### config.mk
export PLATFORM = sky130hd
export DESIGN_NAME = bus_mgr_regfile
export DESIGN_NICKNAME = d
export VERILOG_FILES = /design/src/rtl/bus_mgr_regfile.sv
export SDC_FILE = /design/constraint.sdc
export NUM_CORES = 1
export LEC_CHECK = 0
export BUFFER_PORTS_ARGS = -buffer_cell sky130_fd_sc_hd__buf_2
export CELL_PAD_IN_SITES_DETAIL_PLACEMENT = 0
export CELL_PAD_IN_SITES_GLOBAL_PLACEMENT = 1
export CORE_MARGIN = 8
export CORE_UTILIZATION = 35
export DETAILED_ROUTE_END_ITERATION = 16
export PLACE_DENSITY_LB_ADDON = 0.15
export REMOVE_ABC_BUFFERS = 1
export SLEW_MARGIN = 30
export SYNTH_ARGS = -nofsm -noshare
export SYNTH_HDL_FRONTEND = slang
export SYNTH_SLANG_ARGS = --single-unit
### constraint.sdc
create_clock -name clk -period 12.4 [get_ports clk]
set_input_delay 1.24 -clock clk [delete_from_list [all_inputs] [get_ports clk]]
set_output_delay 1.24 -clock clk [all_outputs]
set_load 0.05 [all_outputs]
### src/rtl/bus_mgr_regfile.sv
// bus_mgr_regfile: target on the as/rw/ds/da strobe bus with a DEPTH-entry
// register file, programmable wait states, abort on strobe loss, an
// out-of-range error flag and a wrapping count of acknowledged transfers.
//
// Ports:
//   clk      - bus clock, rising-edge active
//   rst      - asynchronous, active-high reset
//   as       - address strobe, high for the whole transfer
//   rw       - 1 = read, 0 = write
//   ds       - data strobe; high requests, low releases
//   addr     - register address
//   wdata    - write data
//   rdata    - read data, valid while da is high on reads
//   da       - data acknowledge
//   err      - high with da when the latched address is >= DEPTH
//   xfer_cnt - number of acknowledged transfers, wraps at 16 bits
module bus_mgr_regfile #(
  parameter int ADDR_W      = 8,
  parameter int DATA_W      = 16,
  parameter int DEPTH       = 16,
  parameter int WAIT_CYCLES = 1
) (
  input  logic              clk,
  input  logic              rst,
  input  logic              as,
  input  logic              rw,
  input  logic              ds,
  input  logic [ADDR_W-1:0] addr,
  input  logic [DATA_W-1:0] wdata,
  output logic [DATA_W-1:0] rdata,
  output logic              da,
  output logic              err,
  output logic [15:0]       xfer_cnt
);

  localparam int IDX_W = (DEPTH > 1) ? $clog2(DEPTH) : 1;

  typedef enum logic [1:0] {
    IDLE,
    WAIT,
    ACK
  } state_t;

  state_t            r_state;
  logic [7:0]        r_wcnt;
  logic              r_rw;
  logic [ADDR_W-1:0] r_addr;
  logic [DATA_W-1:0] r_wdata;
  logic [DATA_W-1:0] r_rdata;
  logic              r_da;
  logic              r_err;
  logic [15:0]       r_xfer_cnt;
  logic [DATA_W-1:0] r_mem [DEPTH];

  logic              w_go;
  logic              w_enter_ack;
  logic              w_rw;
  logic [ADDR_W-1:0] w_addr;
  logic [DATA_W-1:0] w_wdata;
  logic              w_in_range;
  logic [IDX_W-1:0]  w_idx;

  // With zero wait states the access happens on the accepting edge itself,
  // so the transfer attributes come straight from the bus rather than from
  // the latches that are being loaded on that same edge.
  always_comb begin
    w_go        = as && ds;
    w_enter_ack = 1'b0;
    if (r_state == IDLE && w_go && WAIT_CYCLES == 0) begin
      w_enter_ack = 1'b1;
    end
    if (r_state == WAIT && w_go && r_wcnt == 8'd1) begin
      w_enter_ack = 1'b1;
    end
    w_rw       = (r_state == IDLE) ? rw    : r_rw;
    w_addr     = (r_state == IDLE) ? addr  : r_addr;
    w_wdata    = (r_state == IDLE) ? wdata : r_wdata;
    w_in_range = ({1'b0, w_addr} < (ADDR_W + 1)'(DEPTH));
    w_idx      = w_addr[IDX_W-1:0];
  end

  always_ff @(posedge clk or posedge rst) begin
    if (rst) begin
      r_state    <= IDLE;
      r_wcnt     <= '0;
      r_rw       <= 1'b0;
      r_addr     <= '0;
      r_wdata    <= '0;
      r_rdata    <= '0;
      r_da       <= 1'b0;
      r_err      <= 1'b0;
      r_xfer_cnt <= '0;
      for (int unsigned i = 0; i < DEPTH; i++) begin
        r_mem[i] <= '0;
      end
    end else begin
      case (r_state)
        IDLE: begin
          if (w_go) begin
            r_rw    <= rw;
            r_addr  <= addr;
            r_wdata <= wdata;
            r_wcnt  <= 8'(WAIT_CYCLES);
            r_state <= (WAIT_CYCLES == 0) ? ACK : WAIT;
          end
        end
        WAIT: begin
          // Losing either strobe abandons the transfer before any side effect.
          if (!w_go) begin
            r_state <= IDLE;
          end else if (r_wcnt == 8'd1) begin
            r_state <= ACK;
          end else begin
            r_wcnt <= r_wcnt - 8'd1;
          end
        end
        ACK: begin
          // Only ds releases the acknowledge; as and data are ignored here.
          if (!ds) begin
            r_da    <= 1'b0;
            r_err   <= 1'b0;
            r_state <= IDLE;
          end
        end
        default: r_state <= IDLE;
      endcase

      if (w_enter_ack) begin
        r_da       <= 1'b1;
        r_xfer_cnt <= r_xfer_cnt + 16'd1;
        if (w_in_range) begin
          if (w_rw) begin
            r_rdata <= r_mem[w_idx];
          end else begin
            r_mem[w_idx] <= w_wdata;
          end
        end else begin
          r_rdata <= '1;
          r_err   <= 1'b1;
        end
      end
    end
  end

  assign rdata    = r_rdata;
  assign da       = r_da;
  assign err      = r_err;
  assign xfer_cnt = r_xfer_cnt;

endmodule
==> flow_summary.json, run 1 <==
{
  "status": "complete, no violations",
  "design.core.area_um2": 38830,
  "num_io_pins": 63,
  "drtIter0Drc": 683,
  "rows": 72,
  "port_buffers": 62,
  "slew_headroom": 0.3794,
  "hold_viol": 0,
  "critPathBufInv": 1,
  "synth.avg_cell_area_um2": 10.58,
  "initial_utilization": 0.3559,
  "drive_above_1_share": 0.1542,
  "mostFrequentLayoutCell": "dfrtp_1",
  "grt_pass1_wl_um": 63690,
  "period_minus_slack_ns": 3.568,
  "die_area_um2": 46090,
  "fillers": 3812,
  "synthCells": 1306,
  "power_density_nw_per_um2": 185.4,
  "grt_max_degree": 170,
  "cp_top_family": "simple AND/OR/NAND/NOR gates",
  "grt_setup_unrepaired": "false",
  "ctsResizeCount": 0,
  "routed_wl_um": 40140,
  "ys.flop_type": "dfrtp_1",
  "via_count": 9957,
  "cts_buffers": 39,
  "ir_worst_vdd_mv": 0.1076,
  "layout_common_cells": "dfrtp_1 (325), nand2_1 (276), o21ai_0 (243), a22o_1 (63), a221oi_1 (63)",
  "fmax_mhz": 280.2,
  "path_cells": "buf_2 > or4_1 > nor4_4 > o21a_2 > nand3_2 > o21ai_0",
  "synth_cell_types": 54,
  "dp.cells": 1802,
  "syn_area_um2": 13820,
  "hpwl_um": 21600,
  "stdcell_count": 1873,
  "grt_pass1_vias": 10086,
  "arrival_ns": 3.98,
  "path_clk_slew_ns": 0.06,
  "multi_input_comb_area_um2": 5259,
  "tightest_slew_ns": 0.9298,
  "synth_warnings": 0,
  "ys_seq_area_frac": 0.5886,
  "cts_tree": "yes",
  "postCtsHoldBufs": 0,
  "ant_nets": 0,
  "cp-end-kind": "flop",
  "critPathRequiredTime_ns": 12.82,
  "ys_async_sr_fraction": 1.000,
  "power_leakage_nw": 6.828,
  "nets": 1359,
  "die_h_um": 214.7,
  "seq_area_um2": 8133,
  "crit_type": "in2reg",
  "vias_per_cell": 5.316,
  "hold_path_class": "reg2reg",
  "numClockSinks": 325,
  "synth-seq-cells": 325,
  "grt_overflow_total": 0,
  "setup_violations": 0,
  "startpoint_type": "primary input",
  "cts-root-buf": "clkbuf_16",
  "clock_latency_ns": 0.54,
  "cp_slowest_cell": "nand3_2",
  "grt_usage": 0.1756,
  "slew_violations": 0,
  "die_x_um": 214.7,
  "clk_path_buf_depth": 3,
  "place_congestion": 0.7210,
  "drc": 0,
  "final.setup.tns_ns": 0,
  "area_growth_syn_to_layout_pct": 15.00,
  "n_antenna_cell": 0,
  "synth_edf_count": 0,
  "r2r_setup_slack_ns": 8.96,
  "dr.pass1.iters": 5,
  "antenna_found_initial": 0,
  "htree_levels": 2,
  "crit_fanout": 32,
  "post_drt_wl_per_cell_um": 21.43,
  "finClkSkew_ns": 0.01041,
  "critPathMaxStageDelay_ns": 0.82,
  "drv_cap": 0,
  "cts_setup_buffers": 0,
  "layout_worst_path_cycle_share": 0.2878
}
## metrics by stage
step | setup slack [ns] | hold slack (ns) | util | total power (W) | instance area, µm²
2_1_floorplan | 2.162 | 0.4498 | - | 0.001586 | 13320
5_1_grt | 8.644 | 0.4953 | 0.4093 | 0.003086 | 15890
4_1_cts | 8.519 | 0.4778 | 0.4079 | 0.002987 | 15840
3_3_place_gp | 8.006 | 0.4579 | 0.3747 | 0.001835 | 14550
6_report | 8.832 | 0.4737 | 0.4093 | 0.002946 | 15890
3_5_place_dp | 7.944 | 0.4658 | 0.3760 | 0.001848 | 14600
## cell families after synthesis
| group | share of synthesized area |
|---|---|
| and+or+nand+nor | 0.1137 |
| muxes | 0.03341 |
| adders and majority gates | 0.002717 |
| xor gates and xnor gates | 0.01331 |
| buffers and inverters | 0.03731 |
| AOI/OAI and AO/OA | 0.2110 |
| DFF | 0.5886 |
## routing by layer
layer	global-route usage	up-vias	part of all wire
met3	0.02626	60	0.032
met5	0	-	0
met2	0.2889	151	0.48
met1	0.2390	4999	0.47
met4	0.04845	0	0.023
li1	-	4747	-
## final timing paths
check	start	to	cells after the start
setup reg to reg	r_state[1]$_DFFE_PP0P_	rdata[0]$_DFFE_PP0P_	8
setup / recovery	addr[5]	r_mem[63]$_DFFE_PP0P_	6
hold reg to reg	da$_DFFE_PP0P_	da$_DFFE_PP0P_	2
hold / removal	da$_DFFE_PP0P_	da$_DFFE_PP0P_	2
min in group asynchronous	rst	r_mem[10]$_DFFE_PP0P_	2
max in group asynchronous	rst	r_wdata[4]$_DFFE_PP0P_	4
## layout make-up
| class | count | area share |
|---|---|---|
| clock buffer | 59 | 0.06929 |
| clock inverter | 10 | 0.008582 |
| inverter | 5 | 0.001653 |
| multi-input combinational | 865 | 0.3309 |
| sequential | 325 | 0.5118 |
| tap | 518 | 0.04078 |
| timing repair buffer | 91 | 0.03700 |
## flip-flops by register name, summed over array words and instances (netlist names)
register	count
da	1
err	1
r_addr	8
r_mem	256
r_rw	1
r_state	2
r_wcnt	8
r_wdata	16
rdata	16
xfer_cnt	16
## power by group
group / internal (W) / switching (W)
sequential: 0.00114 / 0.0000723
combinational: 0.000163 / 0.000447
clock: 0.000676 / 0.000447
## worst register-to-register path: cells and delay by family (launching register included)
family          cells  cell delay (ns)
buf+inv             2             0.90
compound gates      2             0.52
flops               1             0.52
simple gates        4             1.39
## cells in the mapped netlist (all sizes together), types with 2 or more instances
| cell | count | area (µm²) |
|---|---|---|
| nand3 | 23 | 165.2 |
| dfrtp | 325 | 8133 |
| nand2 | 276 | 1036 |
| xor2 | 7 | 61.31 |
| nand4 | 2 | 12.51 |
| a22o | 63 | 551.8 |
| or4 | 3 | 22.52 |
| mux2 | 25 | 281.5 |
| o31ai | 2 | 20.02 |
| nand3b | 6 | 45.04 |
| buf | 34 | 207.7 |
| o21ai | 264 | 1325 |
| nor3b | 3 | 33.78 |
| nor3 | 4 | 25.02 |
| nand2b | 5 | 31.28 |
| o21a | 3 | 23.77 |
| and3 | 4 | 25.02 |
| nor2 | 11 | 48.80 |
| mux2i | 18 | 180.2 |
| ha | 3 | 37.54 |
| xnor2 | 14 | 122.6 |
| o22ai | 16 | 100.1 |
| inv | 5 | 18.77 |
| nor4 | 3 | 48.80 |
| a22oi | 3 | 22.52 |
| and4 | 3 | 26.28 |
| o22a | 15 | 131.4 |
| o221ai | 15 | 150.1 |
| clkbuf | 77 | 289.0 |
| a221oi | 63 | 551.8 |
| or4b | 2 | 20.02 |
Note: power is estimated with default switching activity, not from simulation.
==> inputs of run 2 (changes only) <==
- clock period: 12.4 -> 3.3 ns (I/O delays scaled with it)
==> run 2 against run 1 <==
Clock skew is 0.0092 ns higher; sequential power grew to 3.7 times the previous value; largest power group unchanged; worst hold slack got worse by 0.44 ns.
==> flow_summary.json, run 2 (synthesized netlist as in run 1, its figures left out) <==
{
  "hold_path_class": "in2reg",
  "path_cells": "nor2_4 > buf_4 > nor3_2 > o21a_2 > buf_4 > nand3_2 > buf_4 > o21ai_0",
  "placed_area_um2": 14980,
  "status": "complete, no violations",
  "cts_buffers": 39,
  "critPathLaunch": "r_state[1]$_DFFE_PP0P_",
  "critPathMaxStageDelay_ns": 0.51,
  "numClockSinks": 325,
  "post_drt_wl_per_cell_um": 21.14,
  "cp.depth": 8,
  "clk_path_buf_depth": 3,
  "power_leakage_nw": 7.043,
  "design.core.area_um2": 38830,
  "dr.pass1.iters": 6,
  "grt_setup_unrepaired": "false",
  "reg2reg_depth": 8,
  "largest_reg_flops": 256,
  "vias_per_cell": 5.247,
  "layout_worst_path_cycle_share": 0.8025,
  "htree_levels": 2,
  "period_minus_slack_ns": 2.648,
  "layout_common_cells": "dfrtp_1 (325), nand2_1 (276), o21ai_0 (243), a22o_1 (63), a221oi_1 (63)",
  "rows": 72,
  "crit_type": "reg2reg",
  "stdcell_area_um2": 16180,
  "path_clk_slew_ns": 0.06,
  "multi_input_comb_area_um2": 5223,
  "die_h_um": 214.7,
  "drive_above_1_share": 0.1709,
  "slew_violations": 0,
  "cp_top_family": "buffers and inverters",
  "hold_viol": 0,
  "drv_cap": 0,
  "hpwl_um": 23860,
  "grt_overflow_total": 0,
  "cp_slowest_cell": "dfrtp_1",
  "grt_usage": 0.1771,
  "crit_end": "r_mem[22]$_DFFE_PP0P_",
  "dp.cells": 1840,
  "fmax_mhz": 377.6,
  "antenna_found_initial": 1,
  "ant_nets": 0,
  "r2r_setup_slack_ns": 0.65,
  "setup_violations": 0,
  "via_count": 10000,
  "setup_slack_ns": 0.6517,
  "cp-end-kind": "flop",
  "fillers": 3827,
  "cts_tree": "yes",
  "routed_wl_um": 40300,
  "dp_slack_ns": 0.6108,
  "area_growth_syn_to_layout_pct": 17.10,
  "port_buffers": 62,
  "ir_worst_vdd_mv": 0.4625,
  "die_area_um2": 46090,
  "place_congestion": 0.7290,
  "seq_area_um2": 8133,
  "grt_pass1_wl_um": 64260,
  "ctsResizeCount": 0,
  "cp_common_cell": "buf_4",
  "cts-root-buf": "clkbuf_16",
  "tightest_slew_ns": 0.8315,
  "slew_headroom": 0.4436,
  "grt_max_degree": 98,
  "drc": 0,
  "worstReg2RegEnd": "r_mem[22]$_DFFE_PP0P_",
  "critPathRequiredTime_ns": 3.70,
  "num_io_pins": 63,
  "drtIter0Drc": 584,
  "startpoint_type": "flop",
  "mostFrequentLayoutCell": "dfrtp_1",
  "stdcell_count": 1906,
  "finalCoreUtilization": 0.4167,
  "grt_pass1_vias": 10166,
  "crit_fanout": 32,
  "whs_ns": 0.03295,
  "initial_utilization": 0.3559,
  "die_x_um": 214.7,
  "finClkSkew_ns": 0.01962,
  "top_register": "r_mem",
  "arrival_ns": 3.05,
  "power_density_nw_per_um2": 680.3,
  "clock_latency_ns": 0.54,
  "nets": 1396,
  "r2r_start": "r_state[1]$_DFFE_PP0P_",
  "critPathBufInv": 3
}
==> run 2: cell types whose count changed in the layout (fill, tap and decap cells not counted), sizes merged <==
cell,previous run,this run
buf,91,127
diode,0,1
clkbuf,59,55
bufinv,3,1
inv,8,6
dlygate4sd3,0,1
clkinv,4,7
==> run 2: routing by layer <==
| metal | GRT usage | routed length [µm] | vias to the layer above |
|---|---|---|---|
| met4 | 0.05187 | 844 | 0 |
| li1 | - | - | 4811 |
| met5 | 0 | 0 | - |
| met3 | 0.02725 | 1410 | 60 |
| met1 | 0.2457 | 19090 | 4975 |
| met2 | 0.2838 | 18950 | 154 |
==> run 2: worst min-delay path by stage <==
| stage | start | end | slack, ns | cells after the start |
|---|---|---|---|---|
| 2_1_floorplan | r_mem[0]$_DFFE_PP0P_ | r_mem[0]$_DFFE_PP0P_ | 0.45 | 2 |
| 3_3_place_gp | xfer_cnt[15]$_DFFE_PP0P_ | xfer_cnt[15]$_DFFE_PP0P_ | 0.46 | 1 |
| 3_5_place_dp | xfer_cnt[15]$_DFFE_PP0P_ | xfer_cnt[15]$_DFFE_PP0P_ | 0.46 | 1 |
| 4_1_cts | wdata[10] | r_wdata[10]$_DFFE_PP0P_ | 0.004 | 2 |
| 5_1_grt | wdata[14] | r_wdata[14]$_DFFE_PP0P_ | 0.03 | 2 |
| 6_report | wdata[10] | r_wdata[10]$_DFFE_PP0P_ | 0.03 | 2 |
==> run 2: repair_timing <==
item                      4_1_cts  5_1_grt
hold buffers                    1        0
setup buffers                   0        0
hold endpoints to repair       93        0
==> run 2: cell type report <==
type | instances | share of cell area
repair buffers | 128 | 0.05923
flip-flops and latches | 325 | 0.5026
well taps | 518 | 0.04006
diodes | 1 | 0.0001547
multi-input cells | 865 | 0.3228
clock buffers | 55 | 0.06898
clock inverters | 9 | 0.004562
inverters | 5 | 0.001624
==> run 2: power breakdown <==
part	internal, W	leakage [nW]	total, W	switching [W]
Clock	0.00242	0.594	0.00407	0.00165
Combinational	0.000693	2.04	0.00240	0.00171
Sequential	0.00429	4.41	0.00453	0.000248
Total	0.00739	7.04	0.0110	0.00361
==> run 2: stage by stage <==
step,power [W],TNS [ns]
final,0.01101,0
after global routing,0.01152,0
after CTS,0.01118,0
after detailed placement,0.007052,0
after global placement,0.007041,0
after floorplan,0.005960,-2444.26
==> inputs of run 3 (changes only) <==
- clock period: 3.3 -> 2.3 ns (I/O delays scaled with it)
==> run 3 against run 2 <==
Register-to-register slack worse by 0.56 ns; critical path type unchanged; sequential power up 43%; design area up 7.4%; clock-buffer cell count up 5; largest cell class unchanged; highest routed layer unchanged; maximum frequency up 20%; non-clock buffer count up 93; die area unchanged; worst setup slack worse by 0.56 ns.
==> flow_summary.json, run 3 (synthesized netlist as in run 1, its figures left out) <==
{
  "slew_violations": 0,
  "place_congestion": 0.7448,
  "grt_pass1_vias": 10623,
  "dp_slack_ns": -0.1240,
  "drive_above_1_share": 0.2180,
  "r2r_setup_slack_ns": 0.09,
  "multi_input_comb_area_um2": 5290,
  "hpwl_um": 26490,
  "critPathMaxStageDelay_ns": 0.54,
  "stdcell_area_um2": 17370,
  "grt_overflow_total": 0,
  "post_drt_wl_per_cell_um": 20.65,
  "arrival_ns": 2.69,
  "area_growth_syn_to_layout_pct": 25.72,
  "period_minus_slack_ns": 2.209,
  "setup_slack_ns": 0.09083,
  "finalCoreUtilization": 0.4474,
  "routed_wl_um": 41380,
  "finClkSkew_ns": 0.006412,
  "tightest_slew_ns": 0.4682,
  "grt_usage": 0.1806,
  "drtIter0Drc": 630,
  "status": "complete, no violations",
  "fillers": 3705,
  "htree_levels": 2,
  "crit_end": "rdata[6]$_DFFE_PP0P_",
  "p_int_w": 0.01132,
  "setup_violations": 0,
  "crit_type": "reg2reg",
  "reg2reg_depth": 8,
  "critPathBufInv": 2,
  "antenna_found_initial": 1,
  "combPwrFrac": 0.239,
  "largest_reg_flops": 256,
  "critPathRequiredTime_ns": 2.78,
  "design.core.area_um2": 38830,
  "crit_fanout": 13,
  "nets": 1489,
  "layout_common_cells": "dfrtp_1 (323), nand2_1 (276), o21ai_0 (243), buf_4 (98), a22o_1 (63)",
  "p_sw_w": 0.005380,
  "layout_worst_path_cycle_share": 0.9605,
  "dr_wl_met3_um": 1671,
  "vias_per_cell": 5.138,
  "power_density_nw_per_um2": 961.5,
  "cp-end-kind": "flop",
  "n_antenna_cell": 0,
  "power_leakage_nw": 7.679,
  "sw_frac_of_total": 0.3221,
  "whs_ns": 0.05975,
  "grt_pass1_wl_um": 65690,
  "highest_layer": "met4",
  "wl_met1_um": 19330,
  "met2_length_um": 19540,
  "clkPwrFrac": 0.372,
  "hold_viol": 0,
  "cp.depth": 8,
  "dr.pass1.iters": 5,
  "mostFrequentLayoutCell": "dfrtp_1",
  "placed_area_um2": 15540,
  "numClockSinks": 325,
  "die_x_um": 214.7,
  "worstReg2RegEnd": "rdata[6]$_DFFE_PP0P_",
  "seq_power_share": 0.389,
  "cts-root-buf": "clkbuf_16",
  "ant_nets": 0,
  "path_cells": "or4b_4 > o21ai_4 > buf_12 > buf_4 > a22o_1 > a221oi_1 > o221ai_1 > o22a_1",
  "port_buffers": 62,
  "cp_top_family": "compound AO/OA/AOI/OAI gates",
  "critPathLaunch": "r_state[1]$_DFFE_PP0P_",
  "drv_cap": 0,
  "clock_latency_ns": 0.54,
  "cts_buffers": 39,
  "top_register": "r_mem",
  "path_clk_slew_ns": 0.06,
  "slew_headroom": 0.6858,
  "hold_path_class": "in2reg",
  "initial_utilization": 0.3559,
  "die_h_um": 214.7,
  "die_area_um2": 46090,
  "seq_area_um2": 8135,
  "r2r_start": "r_state[1]$_DFFE_PP0P_",
  "grt_setup_unrepaired": "false",
  "cp_slowest_cell": "or4b_4",
  "cts_tree": "yes",
  "ir_worst_vdd_mv": 0.6554,
  "startpoint_type": "flop",
  "fmax_mhz": 452.7,
  "rows": 72,
  "grt_max_degree": 70,
  "num_io_pins": 63,
  "clk_path_buf_depth": 3,
  "via_count": 10296,
  "drc": 0
}
==> run 3: cell types whose count changed in the layout (fill, tap and decap cells not counted), sizes merged <==
cell	previous run	this run
clkbuf	55	61
inv	6	5
dlygate4sd3	1	27
buf	127	193
clkinv	7	9
diode	1	0
==> run 3: worst min path at each step <==
stage | start | to | slack, ns | cells after the start
final | as | r_wcnt[0]$_DFFE_PP0P_ | 0.06 | 3
after floorplan | ds | r_state[1]$_DFFE_PP0P_ | 0.38 | 2
after global routing | as | r_wcnt[0]$_DFFE_PP0P_ | 0.08 | 3
after detailed placement | rst | r_mem[85]$_DFFE_PP0P_ | 0.28 | 2
after CTS | as | r_wcnt[0]$_DFFE_PP0P_ | 0.04 | 3
after global placement | rst | r_mem[85]$_DFFE_PP0P_ | 0.28 | 2
==> run 3: through the flow <==
step | setup TNS [ns] | std cells | total power, W
finish | 0 | 2004 | 0.01670
global route | 0 | 2004 | 0.01747
CTS | 0 | 1993 | 0.01687
global placement | -3.258 | 1893 | 0.01044
floorplan | -3015.15 | 1195 | 0.008552
detailed placement | -9.867 | 1893 | 0.01047
==> run 3: worst register-to-register path: cells and delay by family (launching register included) <==
family | cells | cell delay (ns)
AOI/OAI and AO/OA | 5 | 0.79
and+or+nand+nor | 1 | 0.54
DFF | 1 | 0.44
buffers and inverters | 2 | 0.37
==> run 3: area by class of cell <==
cell class / instances / share of cell area
inverter: 5 / 0.001512
clock inverter: 10 / 0.004537
timing repair buffer: 221 / 0.1132
tap: 518 / 0.03731
multi-input combinational: 865 / 0.3045
sequential: 325 / 0.4683
clock buffer: 60 / 0.07065
==> run 3: what timing repair did <==
action / in CTS / in global routing
hold buffers: 27 / 0
pin swaps: 2 / 2
gates resized for setup: 3 / 20
setup buffers: 3 / 10
cloned: 0 / 1
endpoints found under the setup margin: 137 / 185
endpoints found under the hold margin: 71 / 0
==> run 3: power groups by stage <==
stage	Sequential (W)	Clock (W)	Combinational, W
floorplan	0.00713	0	0.00142
CTS	0.00650	0.00638	0.00399
global route	0.00656	0.00660	0.00430
finish	0.00650	0.00621	0.00399
global placement	0.00659	0	0.00385
detailed placement	0.00659	0	0.00387
==> run 3: layer usage <==
metal	vias to the layer above	track usage
li1	5007	-
met1	5057	0.2486
met2	170	0.2905
met3	62	0.03146
met4	0	0.05005
met5	-	0
